--- src/rtl/cpu_decode_stage.sv ---
// cpu_decode_stage
//   Registered instruction-decode stage for the accelerator control CPU.
//   Instructions arrive from fetch over a valid/ready handshake and each legal
//   one produces a single registered control bundle one cycle later. Load-use
//   hazards stall fetch for LOAD_USE_STALL cycles. Illegal opcodes are consumed
//   as bubbles and raise a sticky error flag.
//
//   Instruction layout (MSB first): opcode[OP_W] | rd | rs1 | rs2 | don't-care.
//   Class decode uses the top 8 opcode bits.
//
// Ports
//   clk, rst_n            clock, asynchronous active-low reset
//   if_valid/if_ready     fetch handshake; if_instr is the instruction word
//   flush                 kill the held instruction and any pending stall
//   ex_ready              execute consumes the id_* bundle this cycle
//   id_valid, id_*        registered control bundle
//   err, err_clr          sticky illegal-opcode flag and its clear (set wins)
//   perf_stall_cycles     (CPU_DECODE_PERF_EN only) saturating hazard-cycle count
//   perf_illegal          (CPU_DECODE_PERF_EN only) saturating illegal-accept count
//
// Build option
//   CPU_DECODE_PERF_EN    when defined, adds the two performance counters.

module cpu_decode_stage #(
   parameter int INSTR_W        = 32,
   parameter int OP_W           = 8,
   parameter int REG_ADDR_W     = 4,
   parameter int LOAD_USE_STALL = 1
) (
   input  logic                  clk,
   input  logic                  rst_n,
   input  logic                  if_valid,
   output logic                  if_ready,
   input  logic [INSTR_W-1:0]    if_instr,
   input  logic                  flush,
   input  logic                  ex_ready,
   output logic                  id_valid,
   output logic [OP_W-1:0]       id_alu_op,
   output logic                  id_alu_imm_src,
   output logic                  id_rf_write_en,
   output logic                  id_datamem_write_en,
   output logic                  id_datamem_read_en,
   output logic                  id_rf_write_mem_src,
   output logic                  id_pc_src,
   output logic                  id_pc_jmp_src,
   output logic [REG_ADDR_W-1:0] id_rd,
   output logic [REG_ADDR_W-1:0] id_rs1,
   output logic [REG_ADDR_W-1:0] id_rs2,
   output logic                  err,
   input  logic                  err_clr
`ifdef CPU_DECODE_PERF_EN
   ,
   output logic [15:0]           perf_stall_cycles,
   output logic [15:0]           perf_illegal
`endif
);

   localparam int OP_LSB  = INSTR_W - OP_W;
   localparam int RD_LSB  = OP_LSB - REG_ADDR_W;
   localparam int RS1_LSB = RD_LSB - REG_ADDR_W;
   localparam int RS2_LSB = RS1_LSB - REG_ADDR_W;

   // The counter holds the hazard cycles still owed after the cycle in which
   // the load leaves; the leaving cycle itself is covered by a look-ahead.
   localparam int CNT_W    = (LOAD_USE_STALL < 2) ? 1 : $clog2(LOAD_USE_STALL + 1);
   localparam int RELOAD_I = (LOAD_USE_STALL > 0) ? LOAD_USE_STALL - 1 : 0;
   localparam logic [CNT_W-1:0] STALL_MAX    = CNT_W'(LOAD_USE_STALL);
   localparam logic [CNT_W-1:0] STALL_RELOAD = CNT_W'(RELOAD_I);

   function automatic logic is_alu(input logic [7:0] op);
      return (op[7:4] == 4'h1) || (op[7:4] == 4'h2);
   endfunction

   function automatic logic is_branch(input logic [7:0] op);
      return op[7:4] == 4'h3;
   endfunction

   function automatic logic is_load(input logic [7:0] op);
      return (op == 8'h81) || (op == 8'h85);
   endfunction

   function automatic logic is_store(input logic [7:0] op);
      return (op == 8'h83) || (op == 8'h87);
   endfunction

   function automatic logic is_legal(input logic [7:0] op);
      return (op == 8'h00) || is_alu(op) || is_branch(op) || is_load(op) || is_store(op);
   endfunction

   logic [7:0]            op8_s;
   logic                  op_bit0_s;
   logic [REG_ADDR_W-1:0] rd_s;
   logic [REG_ADDR_W-1:0] rs1_s;
   logic [REG_ADDR_W-1:0] rs2_s;
   logic                  legal_s;
   logic                  leave_load_s;
   logic [CNT_W-1:0]      stall_eff_s;
   logic [REG_ADDR_W-1:0] rd_eff_s;
   logic                  match_s;
   logic                  hazard_s;
   logic                  accept_s;

   logic [CNT_W-1:0]      stall_cnt_r;
   logic [REG_ADDR_W-1:0] rd_latched_r;

   assign op8_s     = if_instr[INSTR_W-1 -: 8];
   assign op_bit0_s = if_instr[OP_LSB];
   assign rd_s      = if_instr[RD_LSB  +: REG_ADDR_W];
   assign rs1_s     = if_instr[RS1_LSB +: REG_ADDR_W];
   assign rs2_s     = if_instr[RS2_LSB +: REG_ADDR_W];

   generate
      if (RS2_LSB > 0) begin : g_low_bits
         logic unused_low_bits_s;
         assign unused_low_bits_s = ^if_instr[RS2_LSB-1:0];
      end
   endgenerate

   // Hazard detection and handshake: a load leaving this cycle is compared
   // against directly so its dependant cannot slip in behind it.
   always_comb begin
      leave_load_s = id_valid & ex_ready & id_datamem_read_en;
      legal_s      = is_legal(op8_s);
      if (leave_load_s) begin
         stall_eff_s = STALL_MAX;
         rd_eff_s    = id_rd;
      end else begin
         stall_eff_s = stall_cnt_r;
         rd_eff_s    = rd_latched_r;
      end
      match_s  = ((rs1_s == rd_eff_s) &&
                  (is_alu(op8_s) || is_load(op8_s) || is_store(op8_s) || is_branch(op8_s))) ||
                 ((rs2_s == rd_eff_s) && (!op_bit0_s || is_store(op8_s)));
      hazard_s = (stall_eff_s != '0) & if_valid & match_s;
      if_ready = ~flush & ~hazard_s & (~id_valid | ex_ready);
      accept_s = if_valid & if_ready;
   end

   // Control bundle register: load on legal accept, drop on consume or flush.
   always_ff @(posedge clk or negedge rst_n) begin
      if (!rst_n) begin
         id_valid            <= 1'b0;
         id_alu_op           <= '0;
         id_alu_imm_src      <= 1'b0;
         id_rf_write_en      <= 1'b0;
         id_datamem_write_en <= 1'b0;
         id_datamem_read_en  <= 1'b0;
         id_rf_write_mem_src <= 1'b0;
         id_pc_src           <= 1'b0;
         id_pc_jmp_src       <= 1'b0;
         id_rd               <= '0;
         id_rs1              <= '0;
         id_rs2              <= '0;
      end else if (flush) begin
         id_valid <= 1'b0;
      end else if (accept_s && legal_s) begin
         id_valid            <= 1'b1;
         id_alu_op           <= if_instr[INSTR_W-1 -: OP_W];
         id_alu_imm_src      <= op_bit0_s;
         id_rf_write_en      <= is_alu(op8_s) | is_load(op8_s);
         id_datamem_write_en <= is_store(op8_s);
         id_datamem_read_en  <= is_load(op8_s);
         id_rf_write_mem_src <= is_load(op8_s);
         id_pc_src           <= is_branch(op8_s);
         id_pc_jmp_src       <= (op8_s == 8'h3F);
         id_rd               <= rd_s;
         id_rs1              <= rs1_s;
         id_rs2              <= rs2_s;
      end else if (accept_s) begin
         // Illegal opcode: consumed but issued as a bubble.
         id_valid <= 1'b0;
      end else if (ex_ready) begin
         id_valid <= 1'b0;
      end else begin
         id_valid <= id_valid;
      end
   end

   // Load-use stall counter and latched load destination.
   always_ff @(posedge clk or negedge rst_n) begin
      if (!rst_n) begin
         stall_cnt_r  <= '0;
         rd_latched_r <= '0;
      end else if (flush) begin
         stall_cnt_r  <= '0;
      end else if (leave_load_s) begin
         stall_cnt_r  <= STALL_RELOAD;
         rd_latched_r <= id_rd;
      end else if (stall_cnt_r != '0) begin
         stall_cnt_r  <= stall_cnt_r - CNT_W'(1);
      end else begin
         stall_cnt_r  <= stall_cnt_r;
      end
   end

   // Sticky illegal-opcode flag; a new illegal accept beats err_clr.
   always_ff @(posedge clk or negedge rst_n) begin
      if (!rst_n) begin
         err <= 1'b0;
      end else if (accept_s && !legal_s) begin
         err <= 1'b1;
      end else if (err_clr) begin
         err <= 1'b0;
      end else begin
         err <= err;
      end
   end

`ifdef CPU_DECODE_PERF_EN
   // Saturating performance counters.
   always_ff @(posedge clk or negedge rst_n) begin
      if (!rst_n) begin
         perf_stall_cycles <= 16'h0000;
         perf_illegal      <= 16'h0000;
      end else begin
         if (hazard_s && (perf_stall_cycles != 16'hFFFF)) begin
            perf_stall_cycles <= perf_stall_cycles + 16'h0001;
         end else begin
            perf_stall_cycles <= perf_stall_cycles;
         end
         if (accept_s && !legal_s && (perf_illegal != 16'hFFFF)) begin
            perf_illegal <= perf_illegal + 16'h0001;
         end else begin
            perf_illegal <= perf_illegal;
         end
      end
   end
`endif

endmodule

--- config.mk ---
export PLATFORM = sky130hd
export DESIGN_NAME = cpu_decode_stage
export DESIGN_NICKNAME = d
export VERILOG_FILES = /design/src/rtl/cpu_decode_stage.sv
export SDC_FILE = /design/constraint.sdc
export NUM_CORES = 1
export LEC_CHECK = 0
export CAP_MARGIN = 0
export CORE_ASPECT_RATIO = 1.1
export CORE_MARGIN = 2
export CORE_UTILIZATION = 40
export CTS_BUF_LIST = sky130_fd_sc_hd__clkbuf_8 sky130_fd_sc_hd__clkbuf_16
export DETAILED_ROUTE_END_ITERATION = 10
export DONT_BUFFER_PORTS = 1
export GPL_TIMING_DRIVEN = 0
export PLACE_DENSITY = 0.62
export SLEW_MARGIN = 20
export SYNTH_ARGS = -nofsm -noshare
export SYNTH_HDL_FRONTEND = slang
export SYNTH_SLANG_ARGS = --single-unit
--- constraint.sdc ---
create_clock -name clk -period 2.4 [get_ports clk]
set_input_delay 0.36 -clock clk [delete_from_list [all_inputs] [get_ports clk]]
set_output_delay 0.36 -clock clk [all_outputs]
set_load 0.005 [all_outputs]
==> results of run 1 <==
per-layer routing:
layer / GRT usage [%] / share of wire (%) / routed length (um) / up-vias
li1: - / - / - / 655
met1: 24.5 / 41 / 1870 / 705
met2: 30.2 / 48 / 2200 / 58
met3: 7.26 / 9.0 / 412 / 11
met4: 8.00 / 1.9 / 87 / 0
met5: 0 / 0 / 0 / -
worst paths after layout:
check | startpoint | endpoint | cells past startpoint
min in group asynchronous | rst_n | id_pc_src | 2
max in group asynchronous | rst_n | id_alu_op[5] | 2
hold / removal | flush | id_valid | 1
setup / recovery | id_valid | if_ready | 7
setup reg to reg | id_valid | err | 9
hold reg to reg | rd_latched_r[3] | rd_latched_r[3] | 1
metrics by stage:
step	TNS [ns]	hold WS, ns	setup slack (ns)	utilization, %	instances
3_3_place_gp	0	0.0652	0.0191	43.2	229
2_1_floorplan	0	0.0644	0.202	-	175
4_1_cts	-0.0726	0.175	-0.0726	46.6	240
6_report	-0.0477	0.182	-0.0477	47.6	242
3_5_place_dp	-0.0322	0.0652	-0.0181	43.2	229
5_1_grt	-0.128	0.179	-0.128	47.6	242
flip-flops by register name, indices dropped and copies added (netlist names), 4 cells and up:
| name | cells |
|---|---|
| id_rd | 4 |
| id_rs1 | 4 |
| id_alu_op | 8 |
| rd_latched_r | 4 |
| id_rs2 | 4 |
synth_stat cells (2+ instances only):
cell	instances
xnor2_1	6
mux2i_1	4
o22ai_2	10
buf_6	3
and3_1	2
inv_1	5
dfrtp_1	31
o32ai_1	5
o22ai_1	9
nand3b_1	3
nor4_4	2
o31ai_1	2
buf_2	2
buf_4	3
mux2_2	4
a21boi_0	2
nand2b_1	2
nor2_1	5
nand3_1	3
nand2_1	40
xor2_1	3
clkbuf_1	3
power groups by stage:
stage	registers, W	logic (W)	clock network (W)
global placement	0.000714	0.000223	0
detailed placement	0.000717	0.000226	0
finish	0.000707	0.000252	0.000418
CTS	0.000708	0.000249	0.000425
floorplan	0.000686	0.000197	0
global route	0.000721	0.000280	0.000446
what timing repair did:
item | 4_1_cts | 5_1_grt
buffers inserted | 2 | 2
pin swaps | 3 | 1
resized for setup | 4 | 5
setup endpoints to repair | 1 | 27
hold endpoints to repair | 31 | 0
hold buffers | 2 | 0
cells by family after synthesis:
| logic type | after synthesis | share of synthesized area, % |
|---|---|---|
| flops | 31 | 43.2 |
| compound gates | 41 | 21.0 |
| mux | 8 | 4.74 |
| xor+xnor | 9 | 4.39 |
| simple gates | 68 | 20.2 |
| buf+inv | 18 | 6.41 |
area by class of cell:
| cell class | instances | area share (%) |
|---|---|---|
| sequential | 31 | 37.7 |
| multi-input combinational | 126 | 45.9 |
| tap | 54 | 3.29 |
| clock buffer | 6 | 4.02 |
| timing repair buffer | 6 | 2.92 |
| inverter | 6 | 1.10 |
| buffer | 12 | 4.81 |
| clock inverter | 1 | 0.243 |
==> flow_summary_export.csv, run 1 <==
group,metric,value,unit
run_status,status,"finished with violations",
run_status,violations,"setup timing",
synth,ys_seq_elements,31,
power,p_seq_share,51.3,%
sta,fmax,409,MHz
synth,synth_nets,213,
synth,ys_types,48,
cells_and_area,n_fill_cell,412,
cells_and_area,seqCellArea,776,sq um
setup_path,crit_path_end_kind,"primary output",
cells_and_area,fin_nets,226,
route,routed_wl,4560,um
sta,grt_setup_unrepaired,"yes",
cts,clock-root-buffer,"clkbuf_8",
cells_and_area,final_cell_mix,"nand2_1, dfrtp_1, o22ai_2, o22ai_1, buf_4",
cells_and_area,final_common_cell,"nand2_1",
power,p_int,0.000962,W
setup_path,path_buf_inv,1,
cts,cts_made_buffers,5,
setup_path,start_kind,"flip-flop",
setup_path,path_cells,"buf_6 > and3_4 > or3_4 > a2111oi_4 > and3_4 > o211a_1 > nor3_1",
setup_path,critPathMaxFanout,8,
power,finalPower,0.00138,W
sta,period_share,102,%
sta,clock_skew,0.00957,ns
global_routing,grt_pass1_vias,1395,
synth,ys_async_sr_fraction,100,%
setup_path,max_stage_delay,0.41,ns
route,vias,1429,
placed_design,dp_hpwl,3390,um
cts,clk_pin_slew,0.07,ns
global_routing,grt_usage,19.5,%
cells_and_area,n_antenna_cell,0,
cts,htree_levels,2,
cells_and_area,fin_area,0.00206,sq mm
setup_path,cp.required,2.04,ns
route,drtPass1Iterations,4,
placed_design,port_buffers,0,
die,core,0.00432,sq mm
sta,tightest_slew,0.449,ns
global_routing,grt_pass1_wl,7140,um
power,power.density,670,mW/mm^2
placed_design,dpl_cell_area,0.00186,sq mm
setup_path,cp_top_family,"simple AND/OR/NAND/NOR gates",
global_routing,grt_remaining_overflow,0,
sta,hold_violations,0,
cts,clock_latency,0.28,ns
route,viasPerCell,5.90,
setup_path,crit_path_frequent_cell,"and3_4",
cts,clock-sinks,31,
sta,setup_viol,1,
synth,netlist_instances,175,
route,drtAntennaViolNets,0,
power,combPwrFrac,18.3,%
die,initial_core_util,41.6,%
route,drt-initial-drc-count,78,
sta,setup_slack,-0.0477,ns
synth,yosys.area.top_type,"dfrtp_1",
die,std_cell_rows,25,
power,clkPwrFrac,30.3,%
cells_and_area,multi_input_area,943,sq um
die,dieHeight,74.3,um
sta,slew_headroom,70.0,%
power,switching_share,30.2,%
die,ios,68,
synth,netlist_area,0.00180,sq mm
synth,synth-edff-count,0,
job,cap_violations,0,
setup_path,crit_arrival,2.09,ns
synth,dominantRegCellSynth,"dfrtp_1",
route,drc_errors,0,
cts,cts_tree,"built",
synth,synth_warnings,0,
placed_design,gp_congestion,0.840,
power,switchingPower,0.000415,W
die,dieArea,0.00504,sq mm
synth,ys_seq_area_share,43.2,%
cells_and_area,drive_gt1_share,25.5,%
synth,synth_area_leaders,"dfrtp_1, nand2_1, o22ai_2",
setup_path,cp_slowest_cell,"dfrtp_1",
setup_path,worstSetupPathType,"reg2out",
route,routedWlPerCell,18.8,um
power,vdd_ir_drop_max,0.000349,V
global_routing,antenna_found_initial,0,
sta,finalCriticalPeriod,2.45,ns
synth,avgSynthCellArea,10.3,sq um
setup_path,reg2reg_slack,0.08,ns
sta,slew_violations,0,
die,die_w,67.9,um
cts,cts_buffer_depth,2,
synth,synth_top_area_share,43.2,%
cells_and_area,syn_to_final_growth,14.5,%
power,leakage,0.875,nW
global_routing,grt_max_degree,32,
worst_hold_path,hp-class,"in2reg",
Power figures use the tool's default switching activity.
==> inputs of run 2 (changes only) <==
- CELL_PAD_IN_SITES_DETAIL_PLACEMENT: default -> 1
- CELL_PAD_IN_SITES_GLOBAL_PLACEMENT: default -> 1
- PLACE_DENSITY: 0.62 -> 0.77
==> run 2 against run 1 <==
  * Die area unchanged
  * Fmax decreased by 1.2%
  * Routed wire length increased by 18%
  * Combinational power increased by 11%
  * Clock power decreased by 4%
  * The run still ends with setup timing left
  * Largest cell class unchanged
  * Flip-flop and latch count unchanged
  * Worst setup slack got worse by 0.030 ns
  * Critical path type unchanged
  * Clock skew decreased by 0.0040 ns
  * First-iteration DRC count increased by 14%
  * Design area increased by 3.3%
  * Via count increased by 3.6%
  * Register-to-register slack got worse by 0.08 ns
==> flow_summary_export.csv, run 2 (synthesized netlist as in run 1, its figures left out) <==
group,metric,value,unit
run_status,status,"finished with violations",
run_status,violations,"setup timing",
sta,setup_viol,1,
route,routed_wl,5390,um
sta,slew_headroom,67.1,%
route,drt-initial-drc-count,89,
power,switching_share,31.8,%
setup_path,critPathMaxFanout,8,
sta,setup_slack,-0.0776,ns
power,p_seq_share,50.9,%
global_routing,grt_pass1_vias,1622,
power,vdd_ir_drop_max,0.000384,V
sta,hold_violations,0,
power,combPwrFrac,20.1,%
worst_hold_path,hp-class,"in2reg",
route,drtAntennaViolNets,0,
global_routing,grt_max_degree,32,
power,finalPower,0.00139,W
setup_path,max_stage_delay,0.40,ns
cells_and_area,top_register,"id_alu_op",
cells_and_area,n_fill_cell,497,
power,power.density,654,mW/mm^2
sta,tightest_slew,0.494,ns
power,leakage,0.908,nW
placed_design,dp_hpwl,3830,um
die,initial_core_util,41.6,%
die,core,0.00432,sq mm
placed_design,dp.cells,229,
sta,clock_skew,0.00560,ns
cts,clock-root-buffer,"clkbuf_8",
die,die_w,67.9,um
route,drtPass1Iterations,4,
sta,slew_violations,0,
placed_design,port_buffers,0,
sta,grt_setup_unrepaired,"yes",
cts,clock-sinks,31,
global_routing,antenna_found_initial,0,
cells_and_area,drive_gt1_share,27.7,%
cells_and_area,final_common_cell,"nand2_1",
route,drc_errors,0,
setup_path,crit_path_frequent_cell,"and3_4",
setup_path,crit_arrival,2.12,ns
global_routing,grt_pass1_wl,8220,um
die,ios,68,
setup_path,cp.required,2.04,ns
die,std_cell_rows,25,
cells_and_area,largest_register_ffs,8,
setup_path,crit_path_end_kind,"primary output",
cells_and_area,fin_nets,228,
route,vias,1480,
cells_and_area,final_cell_mix,"nand2_1, dfrtp_1, o22ai_2, o22ai_1",
placed_design,gp_congestion,0.773,
setup_path,worstSetupPathType,"reg2out",
global_routing,grt_usage,22.4,%
cts,htree_levels,2,
die,dieHeight,74.3,um
power,switchingPower,0.000442,W
power,p_int,0.000947,W
cts,cts_made_buffers,5,
setup_path,cp_slowest_cell,"dfrtp_1",
power,clkPwrFrac,28.9,%
cells_and_area,fin_cells,245,
cts,cts_tree,"built",
sta,period_share,103,%
cts,cts_buffer_depth,2,
die,dieArea,0.00504,sq mm
job,cap_violations,0,
cts,clock_latency,0.29,ns
cts,clk_pin_slew,0.06,ns
setup_path,start_kind,"flip-flop",
cells_and_area,syn_to_final_growth,18.3,%
sta,finalCriticalPeriod,2.48,ns
route,viasPerCell,6.04,
global_routing,grt_remaining_overflow,0,
sta,fmax,404,MHz
route,routedWlPerCell,22.0,um
setup_path,path_cells,"buf_6 > and3_4 > or3_4 > a2111oi_4 > and3_4 > o211a_1 > nor3_1",
cells_and_area,n_antenna_cell,0,
-- run 2: per-layer routing --
metal	wire length [um]	share of wire (%)	track usage, %	vias to the layer above
met5	0	0	0	-
met4	121	2.2	10.0	0
met3	315	5.8	6.35	10
met2	2830	52	37.9	39
met1	2120	39	26.3	767
li1	-	-	-	664
-- run 2: repair_timing --
action                     4_1_cts  5_1_grt
setup endpoints to repair        3       28
buffers inserted                 4        0
hold buffers                     2        0
pin swaps                        4        1
hold endpoints to repair        31        0
gates resized for setup          5       10
cloned                           0        2
-- run 2: cell type report --
type,instances,area [sq um],share of cell area (%)
Buffer,12,108,5.06
Timing Repair Buffer,8,110,5.18
Multi-Input combinational cell,126,958,45.1
Inverter,6,22.5,1.06
Tap cell,54,67.6,3.18
Clock buffer,5,68.8,3.24
Clock inverter,3,12.5,0.589
Sequential cell,31,777,36.6
-- run 2: power groups by stage --
| stage | Clock (W) | Combinational, W | Sequential [W] |
|---|---|---|---|
| 2_1_floorplan | 0 | 0.000197 | 0.000686 |
| 3_3_place_gp | 0 | 0.000222 | 0.000711 |
| 3_5_place_dp | 0 | 0.000237 | 0.000716 |
| 4_1_cts | 0.000407 | 0.000259 | 0.000708 |
| 6_report | 0.000402 | 0.000280 | 0.000707 |
| 5_1_grt | 0.000426 | 0.000308 | 0.000720 |
-- run 2: worst max-delay path, delay by kind of cell (launching register included) --
kind / cells / cell delay (ns)
AND/OR/NAND/NOR: 4 / 0.82
flip-flops: 1 / 0.40
AO/OA/AOI/OAI: 2 / 0.44
buffers and inverters: 1 / 0.15
-- run 2: worst paths after layout --
| path | slack [ns] | startpoint | endpoint | depth (start not counted) |
|---|---|---|---|---|
| min reg2reg | 0.54 | rd_latched_r[3] | rd_latched_r[3] | 1 |
| min in group asynchronous | 0.51 | rst_n | id_pc_jmp_src | 2 |
| max | -0.08 | id_valid | if_ready | 7 |
| max in group asynchronous | 1.71 | rst_n | id_rf_write_mem_src | 2 |
| min | 0.18 | flush | id_valid | 1 |
| max reg2reg | 0 | id_valid | id_rs1[3] | 9 |
-- run 2: through the flow --
stage	setup slack, ns	hold WS [ns]	area [sq um]	util, %	TNS (ns)
6_report	-0.0776	0.179	2120	49.2	-0.0776
5_1_grt	-0.169	0.186	2120	49.2	-1.43
4_1_cts	-0.0776	0.169	2030	47.0	-0.0776
3_5_place_dp	-0.0783	0.0650	1860	43.2	-0.856
3_3_place_gp	0.0291	0.0652	1860	43.2	0
2_1_floorplan	0.202	0.0644	1800	-	0
==> inputs of run 3 (changes only) <==
- CELL_PAD_IN_SITES_GLOBAL_PLACEMENT: 1 -> 2
- CORE_UTILIZATION: 40 -> 37
- PLACE_DENSITY: 0.77 -> 0.86
==> run 3 against run 2 <==
  * The flow still finishes with violations (setup timing)
  * Highest routed layer unchanged
  * Global-route usage down 2.8 points
  * Hold slack improved by 0.0074 ns
  * Final cell count unchanged
  * Via count decreased by 1.6%
  * Register-to-register slack better by 0.06 ns
  * Clock skew increased by 0.0014 ns
==> flow_summary_export.csv, run 3 (synthesized netlist as in run 1, its figures left out) <==
group,metric,value,unit
power,power.density,675,mW/mm^2
cts,clock-root-buffer,"clkbuf_8",
sta,slew_headroom,61.8,%
cells_and_area,final_common_cell,"nand2_1",
cts,clock_latency,0.28,ns
cells_and_area,n_fill_cell,518,
cts,clk_pin_slew,0.07,ns
placed_design,dp_hpwl,3830,um
setup_path,start_kind,"flip-flop",
cts,cts_buffer_depth,2,
power,p_int,0.00101,W
route,routedWlPerCell,21.6,um
route,drc_errors,0,
die,dieHeight,77.1,um
sta,fmax,404,MHz
die,initial_core_util,38.6,%
die,dieArea,0.00543,sq mm
die,std_cell_rows,26,
global_routing,antenna_found_initial,0,
sta,period_share,103,%
sta,tightest_slew,0.568,ns
cts,htree_levels,2,
cells_and_area,final_cell_mix,"nand2_1, dfrtp_1, o22ai_2, clkbuf_8",
route,routed_wl,5280,um
power,vdd_ir_drop_max,0.000367,V
sta,finalCriticalPeriod,2.47,ns
sta,fin_tns_setup,-0.0728,ns
power,p_seq_share,49.2,%
power,clkPwrFrac,31.0,%
sta,hold_violations,0,
cells_and_area,top_register,"id_alu_op",
run_status,violations,"setup timing",
die,die_w,70.4,um
cells_and_area,n_antenna_cell,0,
run_status,status,"finished with violations",
setup_path,worstSetupPathType,"reg2out",
die,ios,68,
power,leakage,0.899,nW
cells_and_area,largest_register_ffs,8,
setup_path,cp.required,2.04,ns
route,drtPass1Iterations,4,
sta,grt_setup_unrepaired,"yes",
global_routing,grt_usage,19.6,%
sta,clock_skew,0.00702,ns
global_routing,grt_max_degree,32,
cts,cts_made_buffers,5,
global_routing,grt_remaining_overflow,0,
global_routing,grt_pass1_wl,8310,um
sta,whs,0.186,ns
route,drt-initial-drc-count,94,
cells_and_area,drive_gt1_share,30.2,%
power,switching_share,30.1,%
power,combPwrFrac,19.8,%
power,switchingPower,0.000435,W
cells_and_area,fin_cells,245,
placed_design,dp.cells,231,
route,vias,1457,
sta,slew_violations,0,
placed_design,gp_congestion,0.815,
die,core,0.00465,sq mm
power,finalPower,0.00145,W
global_routing,grt_pass1_vias,1587,
job,cap_violations,0,
setup_path,crit_arrival,2.11,ns
sta,setup_slack,-0.0728,ns
cts,cts_tree,"built",
placed_design,port_buffers,0,
worst_hold_path,hp-class,"in2reg",
setup_path,crit_path_end_kind,"primary output",
route,drtAntennaViolNets,0,
setup_path,critPathMaxFanout,8,
cells_and_area,fin_nets,226,
sta,setup_viol,1,
cells_and_area,syn_to_final_growth,19.6,%
route,viasPerCell,5.95,
cts,clock-sinks,31,
-- run 3: cell types whose count changed in the layout (fill, tap and decap cells not counted), sizes merged --
cell | previous run | this run
inv | 8 | 7
buf | 14 | 13
clkbuf | 10 | 11
clkinv | 1 | 0
-- run 3: what timing repair did --
action / in CTS / in global routing
setup buffers: 2 / 1
setup endpoints to repair: 10 / 25
pin swaps: 4 / 2
gates cloned: 0 / 1
hold buffers: 2 / 0
resized for setup: 6 / 15
hold endpoints to repair: 31 / 0
-- run 3: path summary, 6_finish.rpt --
kind | startpoint | to | slack [ns] | cells past startpoint
hold reg to reg | rd_latched_r[3] | rd_latched_r[3] | 0.53 | 1
setup reg to reg | id_valid | id_pc_src | 0.06 | 9
max in group asynchronous | rst_n | id_rs1[1] | 1.71 | 2
hold / removal | if_instr[25] | id_rf_write_mem_src | 0.19 | 1
min in group asynchronous | rst_n | id_datamem_write_en | 0.51 | 2
setup / recovery | id_valid | if_ready | -0.07 | 7
-- run 3: layout make-up --
class | count | area (sq um) | share of cell area [%]
plain buffers | 12 | 108 | 5.01
clock buffers | 7 | 96.3 | 4.49
clock inverters | 1 | 3.75 | 0.175
inverters | 6 | 22.5 | 1.05
multi-input cells | 126 | 988 | 46.0
flip-flops and latches | 31 | 777 | 36.2
well taps | 56 | 70.1 | 3.26
repair buffers | 6 | 81.3 | 3.79
-- run 3: worst max-delay path, stage by stage (launching register included) --
cell	delay, ns
dfrtp_1	0.41
buf_6	0.15
and3_4	0.17
or3_4	0.37
a2111oi_4	0.31
and3_4	0.23
o211a_1	0.14
nor3_1	0.06
-- run 3: through the flow --
stage	worst slack [ns]	util, %	instance area, sq um
after CTS	-0.0810	43.9	2040
after floorplan	0.202	-	1800
after global routing	-0.167	46.2	2150
after global placement	-0.00238	40.1	1870
final	-0.0728	46.2	2150
after detailed placement	-0.0324	40.1	1870
-- run 3: power by group through the flow --
stage	combinational, W	sequential, W	clock [W]
5_1_grt	0.000317	0.000726	0.000484
3_3_place_gp	0.000222	0.000716	0
4_1_cts	0.000260	0.000713	0.000462
2_1_floorplan	0.000197	0.000686	0
6_report	0.000287	0.000713	0.000449
3_5_place_dp	0.000236	0.000723	0
-- run 3: per-layer routing --
layer	wire [um]	up-vias	track usage, %
met5	0	-	0
met4	124	0	7.69
met3	329	15	4.99
met2	2650	55	32.1
met1	2180	730	24.5
li1	-	657	-
